## src/rtl/spi_pkg.sv

```systemverilog
// Shared definitions for the SPI packet master: FSM states and byte width.
package spi_pkg;

  localparam int BYTE_SIZE = 8;

  typedef enum logic [2:0] {
    IDLE,
    SETUP,
    SCK_HIGH,
    SCK_LOW,
    GAP
  } spiState_e;

endpackage

```

## src/rtl/spi_packet_master_if.sv

```systemverilog
// Host handshake and SPI pin bundle for spi_packet_master.
interface spi_packet_master_if #(
  parameter int PACKET_SIZE = 32
);
  import spi_pkg::*;

  localparam int DATA_W = BYTE_SIZE * PACKET_SIZE;

  logic              startIn;
  logic              abortIn;
  logic [DATA_W-1:0] dataIn;
  logic [DATA_W-1:0] dataOut;
  logic              doneOut;
  logic              busyOut;
  logic              ssOut;
  logic              sckOut;
  logic              mosiOut;
  logic              misoIn;

  modport master (
    input  startIn, abortIn, dataIn, misoIn,
    output dataOut, doneOut, busyOut, ssOut, sckOut, mosiOut
  );

  modport slave (
    output startIn, abortIn, dataIn, misoIn,
    input  dataOut, doneOut, busyOut, ssOut, sckOut, mosiOut
  );

endinterface

```

## src/rtl/spi_half_period_timer.sv

```systemverilog
// Down-counter that times SCK half-periods and the inter-packet gap.
// tick is high during the last cycle of a loaded interval.
module spi_half_period_timer #(
  parameter int CLK_DIV    = 4,
  parameter int GAP_CYCLES = 4
) (
  input  logic clk,
  input  logic nResetIn,
  input  logic load,
  input  logic loadGap,
  output logic tick
);

  localparam int MAX_LOAD = (CLK_DIV > GAP_CYCLES) ? CLK_DIV : GAP_CYCLES;
  localparam int CNT_W    = $clog2(MAX_LOAD + 1);
  localparam logic [CNT_W-1:0] DIV_LOAD = CNT_W'(CLK_DIV);
  localparam logic [CNT_W-1:0] GAP_LOAD = CNT_W'(GAP_CYCLES);

  logic [CNT_W-1:0] count;

  always_ff @(posedge clk or negedge nResetIn) begin
    if (!nResetIn) begin
      count <= '0;
    end else if (load) begin
      count <= loadGap ? GAP_LOAD : DIV_LOAD;
    end else if (count != '0) begin
      count <= count - CNT_W'(1);
    end
  end

  assign tick = (count == CNT_W'(1));

endmodule

```

## src/rtl/spi_packet_master.sv

```systemverilog
// SPI mode-0 master that shifts one PACKET_SIZE-byte packet per start request.
//
// state    | meaning
// IDLE     | ssOut high, waiting for startIn
// SETUP    | ssOut low, first MOSI bit presented before the first SCK rise
// SCK_HIGH | sckOut high; MISO sampled and MOSI advanced on the closing edge
// SCK_LOW  | sckOut low; the last one doubles as ssOut hold time
// GAP      | ssOut high, busy, minimum deselect time between packets
module spi_packet_master
  import spi_pkg::*;
#(
  parameter int PACKET_SIZE = 32,
  parameter int CLK_DIV     = 4,
  parameter int GAP_CYCLES  = 4
) (
  input logic                 clk,
  input logic                 nResetIn,
  spi_packet_master_if.master bus
);

  localparam int DATA_W = BYTE_SIZE * PACKET_SIZE;
  localparam int BIT_W  = $clog2(DATA_W + 1);

  spiState_e         state;
  spiState_e         nextState;
  logic [DATA_W-1:0] txShift;
  logic [DATA_W-1:0] rxShift;
  logic [DATA_W-1:0] dataReg;
  logic [BIT_W-1:0]  bitCnt;
  logic              doneReg;
  logic              tick;
  logic              timerLoad;
  logic              timerLoadGap;
  logic              accept;
  logic              sampleBit;
  logic              finish;
  logic              ssInt;

  spi_half_period_timer #(
    .CLK_DIV   (CLK_DIV),
    .GAP_CYCLES(GAP_CYCLES)
  ) u_timer (
    .clk     (clk),
    .nResetIn(nResetIn),
    .load    (timerLoad),
    .loadGap (timerLoadGap),
    .tick    (tick)
  );

  always_ff @(posedge clk or negedge nResetIn) begin
    if (!nResetIn) begin
      state <= IDLE;
    end else begin
      state <= nextState;
    end
  end

  always_comb begin
    nextState    = state;
    timerLoad    = 1'b0;
    timerLoadGap = 1'b0;
    accept       = 1'b0;
    sampleBit    = 1'b0;
    finish       = 1'b0;
    unique case (state)
      IDLE: begin
        if (bus.startIn) begin
          nextState = SETUP;
          timerLoad = 1'b1;
          accept    = 1'b1;
        end
      end
      SETUP: begin
        if (tick) begin
          nextState = SCK_HIGH;
          timerLoad = 1'b1;
        end
      end
      SCK_HIGH: begin
        if (tick) begin
          nextState = SCK_LOW;
          timerLoad = 1'b1;
          sampleBit = 1'b1;
        end
      end
      SCK_LOW: begin
        if (tick) begin
          timerLoad = 1'b1;
          if (bitCnt == '0) begin
            nextState    = GAP;
            timerLoadGap = 1'b1;
            finish       = 1'b1;
          end else begin
            nextState = SCK_HIGH;
          end
        end
      end
      GAP: begin
        if (tick) begin
          nextState = IDLE;
        end
      end
      default: nextState = IDLE;
    endcase
    // Abort overrides any same-edge completion or bit sample.
    if (bus.abortIn && (state inside {SETUP, SCK_HIGH, SCK_LOW})) begin
      nextState    = GAP;
      timerLoad    = 1'b1;
      timerLoadGap = 1'b1;
      sampleBit    = 1'b0;
      finish       = 1'b0;
    end
  end

  always_ff @(posedge clk or negedge nResetIn) begin
    if (!nResetIn) begin
      txShift <= '0;
      rxShift <= '0;
      dataReg <= '0;
      bitCnt  <= '0;
      doneReg <= 1'b0;
    end else begin
      doneReg <= finish;
      if (accept) begin
        txShift <= bus.dataIn;
        bitCnt  <= BIT_W'(DATA_W);
      end else if (sampleBit) begin
        txShift <= {txShift[DATA_W-2:0], 1'b0};
        rxShift <= {rxShift[DATA_W-2:0], bus.misoIn};
        bitCnt  <= bitCnt - BIT_W'(1);
      end
      if (finish) begin
        dataReg <= rxShift;
      end
    end
  end

  assign ssInt       = (state == IDLE) || (state == GAP);
  assign bus.ssOut   = ssInt;
  assign bus.sckOut  = (state == SCK_HIGH);
  assign bus.mosiOut = !ssInt && txShift[DATA_W-1];
  assign bus.busyOut = (state != IDLE);
  assign bus.doneOut = doneReg;
  assign bus.dataOut = dataReg;

endmodule

```

## src/flat_wrapper.sv

```systemverilog
// flat-port wrapper written by rule: the top's interface ports become plain ports
module spi_packet_master_flat import spi_pkg::*;
#(
  parameter int PACKET_SIZE = 32,
  parameter int CLK_DIV     = 4,
  parameter int GAP_CYCLES  = 4
)
  (clk, nResetIn, bus_startIn, bus_abortIn, bus_dataIn, bus_misoIn, bus_dataOut, bus_doneOut, bus_busyOut, bus_ssOut, bus_sckOut, bus_mosiOut);
  spi_packet_master_if #(.PACKET_SIZE(PACKET_SIZE)) bus_i ();
  input logic clk;
  input logic nResetIn;
  input wire logic [$bits(bus_i.startIn)-1:0] bus_startIn;
  input wire logic [$bits(bus_i.abortIn)-1:0] bus_abortIn;
  input wire logic [$bits(bus_i.dataIn)-1:0] bus_dataIn;
  input wire logic [$bits(bus_i.misoIn)-1:0] bus_misoIn;
  output wire logic [$bits(bus_i.dataOut)-1:0] bus_dataOut;
  output wire logic [$bits(bus_i.doneOut)-1:0] bus_doneOut;
  output wire logic [$bits(bus_i.busyOut)-1:0] bus_busyOut;
  output wire logic [$bits(bus_i.ssOut)-1:0] bus_ssOut;
  output wire logic [$bits(bus_i.sckOut)-1:0] bus_sckOut;
  output wire logic [$bits(bus_i.mosiOut)-1:0] bus_mosiOut;
  assign bus_i.startIn = bus_startIn;
  assign bus_i.abortIn = bus_abortIn;
  assign bus_i.dataIn = bus_dataIn;
  assign bus_i.misoIn = bus_misoIn;
  assign bus_dataOut = bus_i.dataOut;
  assign bus_doneOut = bus_i.doneOut;
  assign bus_busyOut = bus_i.busyOut;
  assign bus_ssOut = bus_i.ssOut;
  assign bus_sckOut = bus_i.sckOut;
  assign bus_mosiOut = bus_i.mosiOut;
  spi_packet_master #(.PACKET_SIZE(PACKET_SIZE), .CLK_DIV(CLK_DIV), .GAP_CYCLES(GAP_CYCLES)) u_core (.clk(clk), .nResetIn(nResetIn), .bus(bus_i));
endmodule
```

## config.mk

```make
export PLATFORM = sky130hd
export DESIGN_NAME = spi_packet_master_flat
export DESIGN_NICKNAME = d
export VERILOG_FILES = /design/src/rtl/spi_pkg.sv /design/src/rtl/spi_packet_master_if.sv /design/src/rtl/spi_half_period_timer.sv /design/src/rtl/spi_packet_master.sv /design/src/flat_wrapper.sv
export SDC_FILE = /design/constraint.sdc
export NUM_CORES = 1
export LEC_CHECK = 0
export CORE_MARGIN = 2
export CORE_UTILIZATION = 57
export DETAILED_ROUTE_END_ITERATION = 10
export DONT_BUFFER_PORTS = 1
export GPL_ROUTABILITY_DRIVEN = 1
export GPL_TIMING_DRIVEN = 0
export PLACE_DENSITY = 0.77
export SYNTH_ARGS = -nofsm -noshare
export SYNTH_HDL_FRONTEND = slang
export SYNTH_SLANG_ARGS = --single-unit
```

## constraint.sdc

```tcl
create_clock -name clk -period 2.1 [get_ports clk]
set_input_delay 0.63 -clock clk [delete_from_list [all_inputs] [get_ports clk]]
set_output_delay 0.63 -clock clk [all_outputs]
set_load 0.1 [all_outputs]
```

== Word level (Yosys, flattened, before mapping) ==
Cells that the tools add are included.

* Output and inout port bits: 261
* Bits of input ports: 261
* Register bits: 784
* Word-level logic and storage cells: 59

* Muxes and demuxes: 25
* $add $sub $neg: 2
* Bitwise gates (word level): 1
* Equal/unequal tests: 10
* Reduce and logical (&&, ||, !) cells: 14

{| class="wikitable"
|+ Operators with widths
! kind !! count
|-
| $mux W256 || 2
|-
| $mux W3 || 9
|-
| $mux W9 || 2
|-
| $pmux W3 S5 || 1
|-
| $mux W1 || 10
|-
| $logic_not A9 Y1 || 1
|-
| $ne A3 B2 Y1 const B || 3
|-
| $reduce_bool A3 Y1 || 3
|-
| $sub A9 B1 Y9 const B || 1
|-
| $eq A3 B1 Y1 const B || 2
|-
| $eq A3 B2 Y1 const B || 2
|-
| $ne A3 B1 Y1 const B || 2
|-
| $reduce_and A5 Y1 || 1
|-
| $reduce_bool A2 Y1 || 2
|-
| $eq A3 B3 Y1 const B || 1
|-
| $logic_not A3 Y1 || 1
|-
| $reduce_or A3 Y1 || 1
|-
| $sub A3 B1 Y3 const B || 1
|-
| $logic_and A1 B1 Y1 || 2
|-
| $pmux W1 S2 || 1
|-
| $reduce_and A2 Y1 || 1
|-
| $logic_not A1 Y1 || 1
|-
| $logic_or A1 B1 Y1 || 1
|-
| $not A1 Y1 || 1
|}

== Logic depth before layout (Yosys ltp) ==
Gate-level depths: netlist of the first run.

* Word-level depth: 6
* Depth in mapped cells: 8
* Mapped depth without buffers: 5

== By module ==
Synthesis of the first run repeated with hierarchy kept, for this count alone.

* Cells, all modules: 2038
* Area, all modules: 30807.0 sq um

{| class="wikitable"
|+ By module, submodules not included
! module !! sequential area each (sq um) !! area each (sq um) !! cells each !! times used
|-
| spi_packet_master || 19543.7 || 30609.4 || 2020 || 1
|-
| spi_half_period_timer || 75.1 || 197.7 || 18 || 1
|}

== Worst setup path after synthesis of the first run ==
No wires, ideal clock.

* Path type: flip-flop to output port
* Start point: register u_core.state[2]
* End point: output bus_sckOut
* Slack: -1290 ps
* Arrival time: 2760 ps
* Buffers on the path: 1
* Stages on the path, launching flop included: 3
* Data required time: 1470 ps
* Path through: dfrtp_1 -> clkbuf_1 -> nor3b_1

* Cells in the longest elaborated chain, start to end: 1

{| class="wikitable"
|+ Ends and longest elaborated chain
! element !! RTL line !! source
|-
| start: declaration || spi_packet_master.sv:24 || <nowiki>spiState_e state;</nowiki>
|-
| start signal: assignment || spi_packet_master.sv:54 || <nowiki>state <= nextState;</nowiki>
|-
| $eq A3 B2 Y1 || spi_packet_master.sv:140 || <nowiki>assign bus.sckOut = (state == SCK_HIGH);</nowiki>
|-
| end: declaration || flat_wrapper.sv:20 || <nowiki>output wire logic [$bits(bus_i.sckOut)-1:0] bus_sckOut;</nowiki>
|}

Every way passes these cells.

== Final worst setup path of the first run ==
* Start point: register u_core.state[1]
* End point: output bus_sckOut

Same word-level chain as after synthesis.

==> results by group, run 1 <==
Status
  – Outcome: complete, but fails checks
  – Failing checks: hold timing, slew limit, setup timing

Finish
  – Syn-to-layout area delta: 26.4%
  – Fin cells: 3043
  – Nets: 2527
  – Post-route cell area: 0.0391 mm2
  – Commonest non-fill, non-tap cell in the layout: dfrtp_1
  – Most frequent cells in the layout: dfrtp_1, and2_1, a221o_1, mux2_4, mux2_1
  – Fill cell count: 3079
  – Share of cells above drive strength 1: 0.327

Floorplan
  – Core Rows: 85
  – Die Y: 237 um
  – Die Wd: 237 um
  – Die area: 0.0562 mm2
  – Core area: 0.0537 mm2
  – Starting Density: 0.576
  – Top-Level Pins: 522

Synth
  – YS warnings: 0
  – Post-synthesis cell count: 2034
  – Ys flop type: dfrtp_1
  – Mapped Avg Cell Area: 15.2 um2
  – EDFF count, synth: 0
  – Syn_nets: 2299
  – Synth Register Bits: 784
  – Synth async-reset ratio: 1.00
  – Synthesized cell area: 0.0309 mm2
  – Distinct cells, synth: 40
  – Seq/Total Area, Yosys: 0.634

Timing
  – Slew @ Worst Pin: 1810 ps
  – Final period util: 1.32
  – Final setup viols: 1036
  – RSZ-0062 raised after global routing: yes
  – Slew HR: -0.205
  – Fin Setup TNS: -299010 ps
  – Fmax: 0.360 GHz
  – Clk_skew: 23.4 ps
  – Hold Fails Final Rpt: 444
  – Post-route setup slack: -675 ps
  – Fin crit period: 2770 ps
  – Fin. max-slew vios: 315
  – Worst Hold Margin: -281 ps

Clocking
  – Root Buffer: clkbuf_16
  – Num CTS Buffers: 78
  – CTS tree: yes
  – CTS Buffer Depth: 3
  – H-Tree Depth: 3
  – Clock slew at reported path FFs: 70 ps
  – Clock sink total: 784
  – Clock latency on the worst-skew pair: 620 ps

Placement
  – Dpl cells: 2730
  – # port buffers: 0
  – Dpl hpwl: 46.6 mm
  – Placed inst area: 0.0320 mm2
  – Placer Congestion: 0.878
  – Pre-CTS worst setup slack: -1040 ps

Run
  – Max-cap violations: 0

Pwr
  – Pleak: 0.0189 uW
  – Power Density: 1040 mW/mm2
  – Max VDD drop: 0.736 mV

Critical path
  – Critical Path Start: u_core.state[1]$_DFFE_PN0P_
  – Worst Path Required: 1470 ps
  – Worst R2R Path Depth: 10
  – CP Capture Type: output port
  – Crit Reg-Reg Startpoint: u_core.state[2]$_DFFE_PN0P_
  – Startpoint types: flip-flop
  – Crit path DAT: 2140 ps
  – Critical setup path kind: flip-flop to output port
  – Critical Path End: bus_sckOut
  – R2R setup slack: -590 ps
  – Reg2reg end: u_core.txShift[126]$_DFFE_PN0P_
  – CP max FO: 10

GRT
  – GR Overflow Total: 0
  – Global-route wire length before repair: 119 mm
  – Vias in the first global route: 19.7k
  – Antenna violations before repair: 36
  – GRT Total Usage: 0.273
  – Largest net degree at the start of global routing: 785

Drt
  – Post-Route WL: 83.9 mm
  – DRT antenna net count: 0
  – DRC Markers: 0
  – Routed len/inst: 27.6 um
  – DR vias/cell: 6.26
  – Drt pass-1 iters: 5
  – Vias: 19.1k
  – Drt initial violations: 1609

Min path
  – Worst Hold Class: primary input to asynchronous set/reset pin
-- cell usage after synthesis (2+ instances only) --
cell,count,share of area
dfrtp_1,784,0.63
mux2_2,284,0.10
and2_1,256,0.052
a221o_1,255,0.082
mux2_1,229,0.083
buf_2,83,0.013
clkbuf_1,39,0.0047
buf_6,23,0.0084
inv_1,7,0.00085
nor2_1,7,0.00085
nand2b_1,6,0.0012
nor4_1,5,0.0010
or4_1,5,0.0012
a21oi_1,4,0.00065
ha_1,4,0.0016
mux2i_1,4,0.0013
nand2_1,4,0.00049
buf_4,3,0.00073
nor2b_1,3,0.00061
o31ai_1,3,0.00073
or2_2,3,0.00061
a211oi_1,2,0.00049
a311oi_1,2,0.00057
or3_1,2,0.00040
or4b_1,2,0.00065
-- worst min-delay path by stage --
| stage | start | end | slack (ps) |
|---|---|---|---|
| floorplan | nResetIn | u_core.bitCnt[0]$_DFFE_PN0P_ | 330 |
| global placement | nResetIn | u_core.bus.dataOut[87]$_DFFE_PN0P_ | 350 |
| detailed placement | nResetIn | u_core.bus.dataOut[86]$_DFFE_PN0P_ | 350 |
| CTS | nResetIn | u_core.bus.dataOut[87]$_DFFE_PN0P_ | -320 |
| global route | nResetIn | u_core.bus.dataOut[87]$_DFFE_PN0P_ | -310 |
| finish | nResetIn | u_core.bus.dataOut[87]$_DFFE_PN0P_ | -280 |
-- repair_timing --
action,CTS,global route
buffers inserted,63,13
hold endpoints to repair,784,784
pin swaps,16,13
endpoints found under the setup margin,1036,1037
resized for setup,330,166
gates cloned,48,26
-- sequential cells by signal (all words and copies together) (netlist names) --
signal	count
u_core.bitCnt	9
u_core.bus.dataOut	256
u_core.bus.doneOut	1
u_core.rxShift	256
u_core.state	3
u_core.txShift	256
u_core.u_timer.count	3
-- cells by family (layout without fill, tap and decap cells) --
| kind of cell | Yosys count | count (layout) | share of synthesized area |
|---|---|---|---|
| buffers and inverters | 155 | 439 | 0.0281 |
| adders and majority gates | 4 | 4 | 0.00162 |
| DFF | 784 | 784 | 0.634 |
| other | 0 | 29 | 0 |
| AOI/OAI and AO/OA | 272 | 272 | 0.0865 |
| muxes | 517 | 517 | 0.188 |
| and+or+nand+nor | 301 | 301 | 0.0615 |
| xor gates and xnor gates | 1 | 1 | 0.000283 |
-- power breakdown --
group / internal (uW) / total (uW) / switching, uW
clock: 8060 / 14100 / 6020
sequential: 17500 / 19100 / 1600
combinational: 4500 / 7590 / 3090
total: 30100 / 40800 / 10700
-- per-layer routing --
metal | GRT usage | wire, um
met1 | 0.340 | 32100
met3 | 0.0827 | 6600
met4 | 0.113 | 3780
met5 | 0 | 115
met2 | 0.448 | 41300
-- final cells by class --
type | count | area, um2 | area share
Clock buffer | 117 | 2290 | 0.0586
Tap cell | 696 | 871 | 0.0223
Timing Repair Buffer | 150 | 2960 | 0.0756
Antenna cell | 29 | 72.6 | 0.00186
Inverter | 7 | 30.0 | 0.000768
Buffer | 146 | 1650 | 0.0421
Multi-Input combinational cell | 1095 | 11300 | 0.290
Clock inverter | 19 | 267 | 0.00682
Sequential cell | 784 | 19600 | 0.502
-- worst max-delay path: stages (launching register included) --
cell	delay, ps
dfrtp_1	380
buf_6	170
nor3b_4	970
-- through the flow --
stage	util	power, uW
after global routing	0.728	42300
after floorplan	-	23600
after CTS	0.701	40500
after detailed placement	0.596	25000
final	0.728	40800
after global placement	0.596	24600
No activity file was read; power rests on OpenSTA's default activity.
==> inputs of run 2 (changes only) <==
--- a/config.mk
+++ b/config.mk
@@ -6,12 +6,12 @@
 export NUM_CORES = 1
 export LEC_CHECK = 0
 export CORE_MARGIN = 2
-export CORE_UTILIZATION = 57
+export CORE_UTILIZATION = 60
 export DETAILED_ROUTE_END_ITERATION = 10
 export DONT_BUFFER_PORTS = 1
 export GPL_ROUTABILITY_DRIVEN = 1
 export GPL_TIMING_DRIVEN = 0
-export PLACE_DENSITY = 0.77
+export PLACE_DENSITY = 0.78
 export SYNTH_ARGS = -nofsm -noshare
 export SYNTH_HDL_FRONTEND = slang
 export SYNTH_SLANG_ARGS = --single-unit
==> constraint.sdc (replaced) <==
create_clock -name clk -period 3.4 [get_ports clk]
set_input_delay 1.02 -clock clk [delete_from_list [all_inputs] [get_ports clk]]
set_output_delay 1.02 -clock clk [all_outputs]
set_load 0.1 [all_outputs]
==> results by group, run 2 (same netlist as run 1, synthesis figures left out) <==
Status
  – Outcome: complete, but fails checks (unchanged)
  – Failing checks: slew limit (was hold timing, slew limit, setup timing)

Clocking
  – H-Tree Depth: 3 (unchanged)
  – Num CTS Buffers: 78 (unchanged)
  – Root Buffer: clkbuf_16 (unchanged)
  – CTS Buffer Depth: 3 (unchanged)
  – # hold bufs at CTS: 0
  – Post-CTS Repair Setup Buffers: 0 (was 63)
  – Clock sink total: 784 (unchanged)
  – Clock slew at reported path FFs: 60 ps (was 70 ps)
  – Clock latency on the worst-skew pair: 620 ps (about the same)
  – CTS tree: yes (unchanged)

Min path
  – Worst Hold Class: primary input to asynchronous set/reset pin (unchanged)

Pwr
  – Max VDD drop: 0.549 mV (was 0.736 mV)
  – Pleak: 0.0172 uW (was 0.0189 uW)
  – P_int: 17400 uW (was 30100 uW)
  – Sw Ratio: 0.260 (was 0.263)
  – Sequential power share: 0.500 (was 0.469)
  – Power Density: 685 mW/mm2 (was 1040 mW/mm2)
  – P_sw: 6130 uW (was 10700 uW)
  – Portion of total power attributed to combinational logic: 0.146 (was 0.186)
  – Clock network fraction of total power: 0.353 (was 0.345)

Drt
  – Post-Route WL: 67.7 mm (was 83.9 mm)
  – DRC Markers: 0 (unchanged)
  – Vias: 17.5k (was 19.1k)
  – Drt pass-1 iters: 6 (was 5)
  – Routed len/inst: 23.4 um (was 27.6 um)
  – Drt initial violations: 1156 (was 1609)
  – DRT antenna net count: 0 (unchanged)
  – DR vias/cell: 6.05 (was 6.26)

GRT
  – Largest net degree at the start of global routing: 785 (unchanged)
  – Antenna violations before repair: 45 (was 36)
  – Vias in the first global route: 18.1k (was 19.7k)
  – GR Overflow Total: 0 (unchanged)
  – Global-route wire length before repair: 104 mm (was 119 mm)
  – GRT Total Usage: 0.250 (was 0.273)

Finish
  – Flip-flop and latch area: 0.0196 mm2 (about the same)
  – Syn-to-layout area delta: 11.2% (was 26.4%)
  – Fin util: 0.672 (was 0.728)
  – Multi-input logic area: 0.0105 mm2 (was 0.0113 mm2)
  – Most frequent cells in the layout: dfrtp_1, mux2_2, and2_1, a221o_1, mux2_1 (was dfrtp_1, and2_1, a221o_1, mux2_4, mux2_1)
  – Nets: 2380 (was 2527)
  – Share of cells above drive strength 1: 0.241 (was 0.327)
  – Commonest non-fill, non-tap cell in the layout: dfrtp_1 (unchanged)
  – Fill cell count: 3489 (was 3079)

Timing
  – Fin. max-slew vios: 172 (was 315)
  – Slew @ Worst Pin: 1830 ps (was 1810 ps)
  – Final setup viols: 0 (was 1036)
  – Clk_skew: 16.0 ps (was 23.4 ps)
  – RSZ-0062 raised after global routing: no (was yes)
  – Final period util: 0.947
  – Fin crit period: 3220 ps
  – Hold Fails Final Rpt: 0 (was 444)
  – Worst Hold Margin: 106 ps (was -281 ps)
  – Slew HR: -0.220 (was -0.205)
  – Fmax: 0.311 GHz
  – Fin Setup TNS: 0 ps (was -299010 ps)

Floorplan
  – Die area: 0.0534 mm2 (was 0.0562 mm2)
  – Core Rows: 83 (was 85)
  – Starting Density: 0.604 (was 0.576)
  – Die Y: 231 um (was 237 um)
  – Die Wd: 231 um (was 237 um)
  – Core area: 0.0512 mm2 (was 0.0537 mm2)
  – Top-Level Pins: 522 (unchanged)

Critical path
  – Worst R2R Path Depth: 6 (was 10)
  – Crit path DAT: 2200 ps (was 2140 ps)
  – Critical setup path kind: flip-flop to output port (unchanged)
  – R2R setup slack: 370 ps (was -590 ps)
  – Worst Path Required: 2380 ps (was 1470 ps)
  – CP max FO: 10 (unchanged)
  – Startpoint types: flip-flop (unchanged)
  – CP Capture Type: output port (unchanged)
  – Crit Reg-Reg Startpoint: u_core.state[2]$_DFFE_PN0P_ (unchanged)
  – Reg2reg end: u_core.rxShift[95]$_DFFE_PN0P_ (was u_core.txShift[126]$_DFFE_PN0P_)

Placement
  – Dpl hpwl: 47.0 mm (was 46.6 mm)
  – # port buffers: 0 (unchanged)
  – Placer Congestion: 0.912 (was 0.878)

Run
  – Max-cap violations: 0 (unchanged)
## run 2: cell types whose count changed in the layout (fill, tap and decap cells not counted), moves of 10 or more
| cell | change |
|---|---|
| mux2_4 | -224 |
| mux2_2 | +146 |
| mux2_1 | +78 |
| buf_2 | +53 |
| buf_12 | -49 |
| buf_8 | -47 |
| buf_16 | -44 |
| clkbuf_16 | -26 |
| buf_4 | -19 |
| buf_6 | -11 |
| clkinv_2 | +10 |
## run 2: worst max path at each step
stage / startpoint / endpoint / slack, ps / cells after the start
floorplan: u_core.state[2]$_DFFE_PN0P_ / bus_sckOut / 620 / 2
global placement: bus_abortIn / u_core.rxShift[186]$_DFFE_PN0P_ / -360 / 5
detailed placement: bus_abortIn / u_core.rxShift[95]$_DFFE_PN0P_ / -340 / 5
CTS: u_core.state[0]$_DFFE_PN0P_ / bus_ssOut / 130 / 3
global route: u_core.state[2]$_DFFE_PN0P_ / bus_sckOut / 110 / 2
finish: u_core.state[0]$_DFFE_PN0P_ / bus_ssOut / 180 / 3
## run 2: timing repair
item,in CTS,in global routing
setup endpoints to repair,3,0
endpoints found under the hold margin,0,0
gates resized for setup,1,0
## run 2: layout make-up
| class | count | share of cell area |
|---|---|---|
| Sequential cell | 784 | 0.570 |
| Multi-Input combinational cell | 1095 | 0.304 |
| Clock buffer | 114 | 0.0659 |
| Tap cell | 680 | 0.0247 |
| Buffer | 148 | 0.0245 |
| Clock inverter | 28 | 0.00713 |
| Antenna cell | 33 | 0.00240 |
| Inverter | 7 | 0.000764 |
| Timing Repair Buffer | 1 | 0.000218 |
## run 2: stage by stage
step | worst slack (ps) | cell area, um2 | total power [uW] | std cells
after floorplan | 616 | 30900 | 14400 | 2034
after CTS | 134 | 34300 | 23700 | 2856
after global routing | 109 | 34400 | 24600 | 2882
final | 180 | 34400 | 23600 | 2890
after detailed placement | -335 | 31800 | 15300 | 2714
after global placement | -362 | 31800 | 15000 | 2714
## run 2: critical path, cell delays in order, from the launching register on
cell     delay, ps
dfrtp_1        370
buf_2          180
or2_2          340
inv_1          690
## run 2: layer usage
metal,share of wire,up-vias,global-route usage,routed length (um)
met5,0.0024,-,0,160
met4,0.032,26,0.0962,2180
met3,0.085,150,0.0885,5750
met2,0.49,570,0.407,33200
met1,0.39,9051,0.308,26300
li1,-,7687,-,-
## run 2: power groups by stage
stage               Clock, uW  Combinational, uW  Sequential (uW)
floorplan                   0               2840            11600
detailed placement          0               3460            11800
finish                   8330               3450            11800
CTS                      8470               3460            11700
global placement            0               3230            11800
global route             8870               3780            11900
==> inputs of run 3 (changes only) <==
--- a/config.mk
+++ b/config.mk
@@ -14,4 +14,5 @@
 export PLACE_DENSITY = 0.78
 export SYNTH_ARGS = -nofsm -noshare
 export SYNTH_HDL_FRONTEND = slang
+export SYNTH_HIERARCHICAL = 1
 export SYNTH_SLANG_ARGS = --single-unit
==> results by group, run 3 <==
Status
  – Outcome: finished, final reports clean (was complete, but fails checks)

Clocking
  – Root Buffer: clkbuf_16 (unchanged)
  – CTS tree: yes (unchanged)
  – Clock latency on the worst-skew pair: 610 ps (was 620 ps)
  – H-Tree Depth: 3 (unchanged)
  – CTS Buffer Depth: 3 (unchanged)
  – Clock sink total: 784 (unchanged)
  – Clock slew at reported path FFs: 60 ps (about the same)
  – Num CTS Buffers: 78 (unchanged)
  – Post-CTS Repair Setup Buffers: 0 (unchanged)

Timing
  – Hold Fails Final Rpt: 0 (unchanged)
  – Fin crit period: 3350 ps (was 3220 ps)
  – Fin Setup TNS: 0 ps (unchanged)
  – Slew @ Worst Pin: 1130 ps (was 1830 ps)
  – Fmax: 0.299 GHz (was 0.311 GHz)
  – Worst Hold Margin: 108 ps (was 106 ps)
  – Final setup viols: 0 (unchanged)
  – Slew HR: 0.243 (was -0.220)
  – Fin. max-slew vios: 0 (was 172)
  – RSZ-0062 raised after global routing: no (unchanged)
  – Clk_skew: 23.2 ps (was 16.0 ps)
  – Post-route setup slack: 53.5 ps (was 180 ps)
  – Final period util: 0.984 (was 0.947)

Finish
  – Commonest non-fill, non-tap cell in the layout: dfrtp_1 (unchanged)
  – Fin cells: 2869 (was 2890)
  – Most frequent cells in the layout: dfrtp_1, mux2_2, and2_1, a221o_1, buf_2 (was dfrtp_1, mux2_2, and2_1, a221o_1, mux2_1)
  – Fin util: 0.673 (was 0.672)
  – Nets: 2384 (was 2380)
  – Fill cell count: 3443 (was 3489)
  – Share of cells above drive strength 1: 0.299 (was 0.241)
  – Syn-to-layout area delta: 11.4% (was 11.2%)

Drt
  – Vias: 17.4k (was 17.5k)
  – DRC Markers: 0 (unchanged)
  – Drt initial violations: 1059 (was 1156)
  – Drt pass-1 iters: 7 (was 6)
  – DRT antenna net count: 0 (unchanged)
  – Routed len/inst: 23.3 um (was 23.4 um)
  – Post-Route WL: 66.8 mm (was 67.7 mm)
  – DR vias/cell: 6.06 (was 6.05)

Floorplan
  – Die Wd: 231 um (about the same)
  – Die area: 0.0532 mm2 (was 0.0534 mm2)
  – Core Rows: 83 (unchanged)
  – Core area: 0.0510 mm2 (was 0.0512 mm2)
  – Die Y: 231 um (about the same)
  – Top-Level Pins: 522 (unchanged)
  – Starting Density: 0.604 (about the same)

Min path
  – Worst Hold Class: primary input to asynchronous set/reset pin (unchanged)

Placement
  – Placer Congestion: 0.889 (was 0.912)
  – # port buffers: 0 (unchanged)
  – Pre-CTS worst setup slack: 145 ps (was -335 ps)
  – Dpl hpwl: 45.9 mm (was 47.0 mm)
  – Dpl cells: 2716 (was 2714)

Critical path
  – Worst path slowest cell: nor2b_2 (was inv_1)
  – Critical Path Max Stage Delay: 900 ps (was 690 ps)
  – Crit path DAT: 2330 ps (was 2200 ps)
  – Critical Path Start: u_core/state[1]$_DFFE_PN0P_ (was u_core.state[0]$_DFFE_PN0P_)
  – CP Capture Type: output port (unchanged)
  – Startpoint types: flip-flop (unchanged)
  – CP max FO: 9 (was 10)
  – Crit path buf inv count: 1 (was 2)
  – Crit Reg-Reg Startpoint: u_core/u_timer/count[1]$_DFFE_PN0P_ (was u_core.state[2]$_DFFE_PN0P_)
  – Worst Path Required: 2380 ps (about the same)
  – Delay-heaviest family, CP: simple AND/OR/NAND/NOR gates (was buffers and inverters)
  – Crit-path cells: buf_2, nor2_4, nor2b_2 (was buf_2, or2_2, inv_1)
  – Critical setup path kind: flip-flop to output port (unchanged)

Synth
  – YS warnings: 6 (was 0)
  – Post-synthesis cell count: 2036 (was 2034)
  – Syn_nets: 2301 (was 2299)
  – Synthesized cell area: 0.0308 mm2 (was 0.0309 mm2)
  – Mapped Avg Cell Area: 15.1 um2 (was 15.2 um2)

Pwr
  – Power Density: 694 mW/mm2 (was 685 mW/mm2)
  – Max VDD drop: 0.502 mV (was 0.549 mV)
  – Pleak: 0.0169 uW (was 0.0172 uW)

GRT
  – Largest net degree at the start of global routing: 785 (unchanged)
  – Global-route wire length before repair: 103 mm (was 104 mm)
  – GRT Total Usage: 0.249 (was 0.250)
  – Antenna violations before repair: 37 (was 45)
  – Vias in the first global route: 17.9k (was 18.1k)
  – GR Overflow Total: 0 (unchanged)

Run
  – Max-cap violations: 0 (unchanged)
==> run 3: changes by cell type in the layout (fill, tap and decap cells not counted), sizes merged, moves of 4 or more <==
| cell | previous run | this run |
|---|---|---|
| buf | 110 | 93 |
| or4 | 5 | 1 |
| diode | 33 | 19 |
| clkinv | 21 | 9 |
| clkbuf | 153 | 169 |
==> run 3: area by class of cell <==
| cell class | instances | area [um2] | share of cell area |
|---|---|---|---|
| Timing Repair Buffer | 3 | 82.6 | 0.00241 |
| Clock buffer | 113 | 2270 | 0.0661 |
| Sequential cell | 784 | 19600 | 0.572 |
| Clock inverter | 18 | 228 | 0.00664 |
| Multi-Input combinational cell | 1101 | 10500 | 0.307 |
| Antenna cell | 19 | 47.5 | 0.00139 |
| Buffer | 146 | 656 | 0.0191 |
| Inverter | 5 | 18.8 | 0.000547 |
| Tap cell | 680 | 851 | 0.0248 |
==> run 3: routing by layer <==
layer  GRT usage  vias to the layer above  wire, um
li1            -                     7686         -
met1       0.311                     8957     26300
met2       0.414                      569     32900
met3      0.0891                      133      6000
met4      0.0679                       36      1340
met5           0                        -       248
==> run 3: repair_timing <==
| item | in CTS | in global routing |
|---|---|---|
| hold buffers | 0 | 0 |
| gates resized for setup | 1 | 0 |
| endpoints found under the setup margin | 1 | 0 |
| endpoints found under the hold margin | 0 | 0 |
==> run 3: worst paths after layout <==
path	endpoint	slack [ps]	cells after the start
min in group clk	u_core/bus.dataOut[24]$_DFFE_PN0P_	500	1
worst min register to register	u_core/bus.dataOut[24]$_DFFE_PN0P_	500	1
worst min-delay path	u_core/rxShift[67]$_DFFE_PN0P_	110	0
worst max-delay path	bus_mosiOut	50	3
worst max register to register	u_core/bus.dataOut[152]$_DFFE_PN0P_	420	8
max in group asynchronous	u_core/txShift[50]$_DFFE_PN0P_	1140	2
==> run 3: metrics by stage <==
step	power [uW]	cell area (um2)
3_5_place_dp	15300	31700
5_1_grt	24800	34300
2_1_floorplan	14400	30800
6_report	23800	34300
3_3_place_gp	15000	31700
4_1_cts	23700	34200
==> run 3: where the power goes <==
part           leakage (uW)  switching [uW]  internal (uW)  total, uW
combinational       0.00516            1690           1840       3530
sequential           0.0105            1010          10800      11800
clock               0.00122            3480           4930       8400
total                0.0169            6180          17600      23800
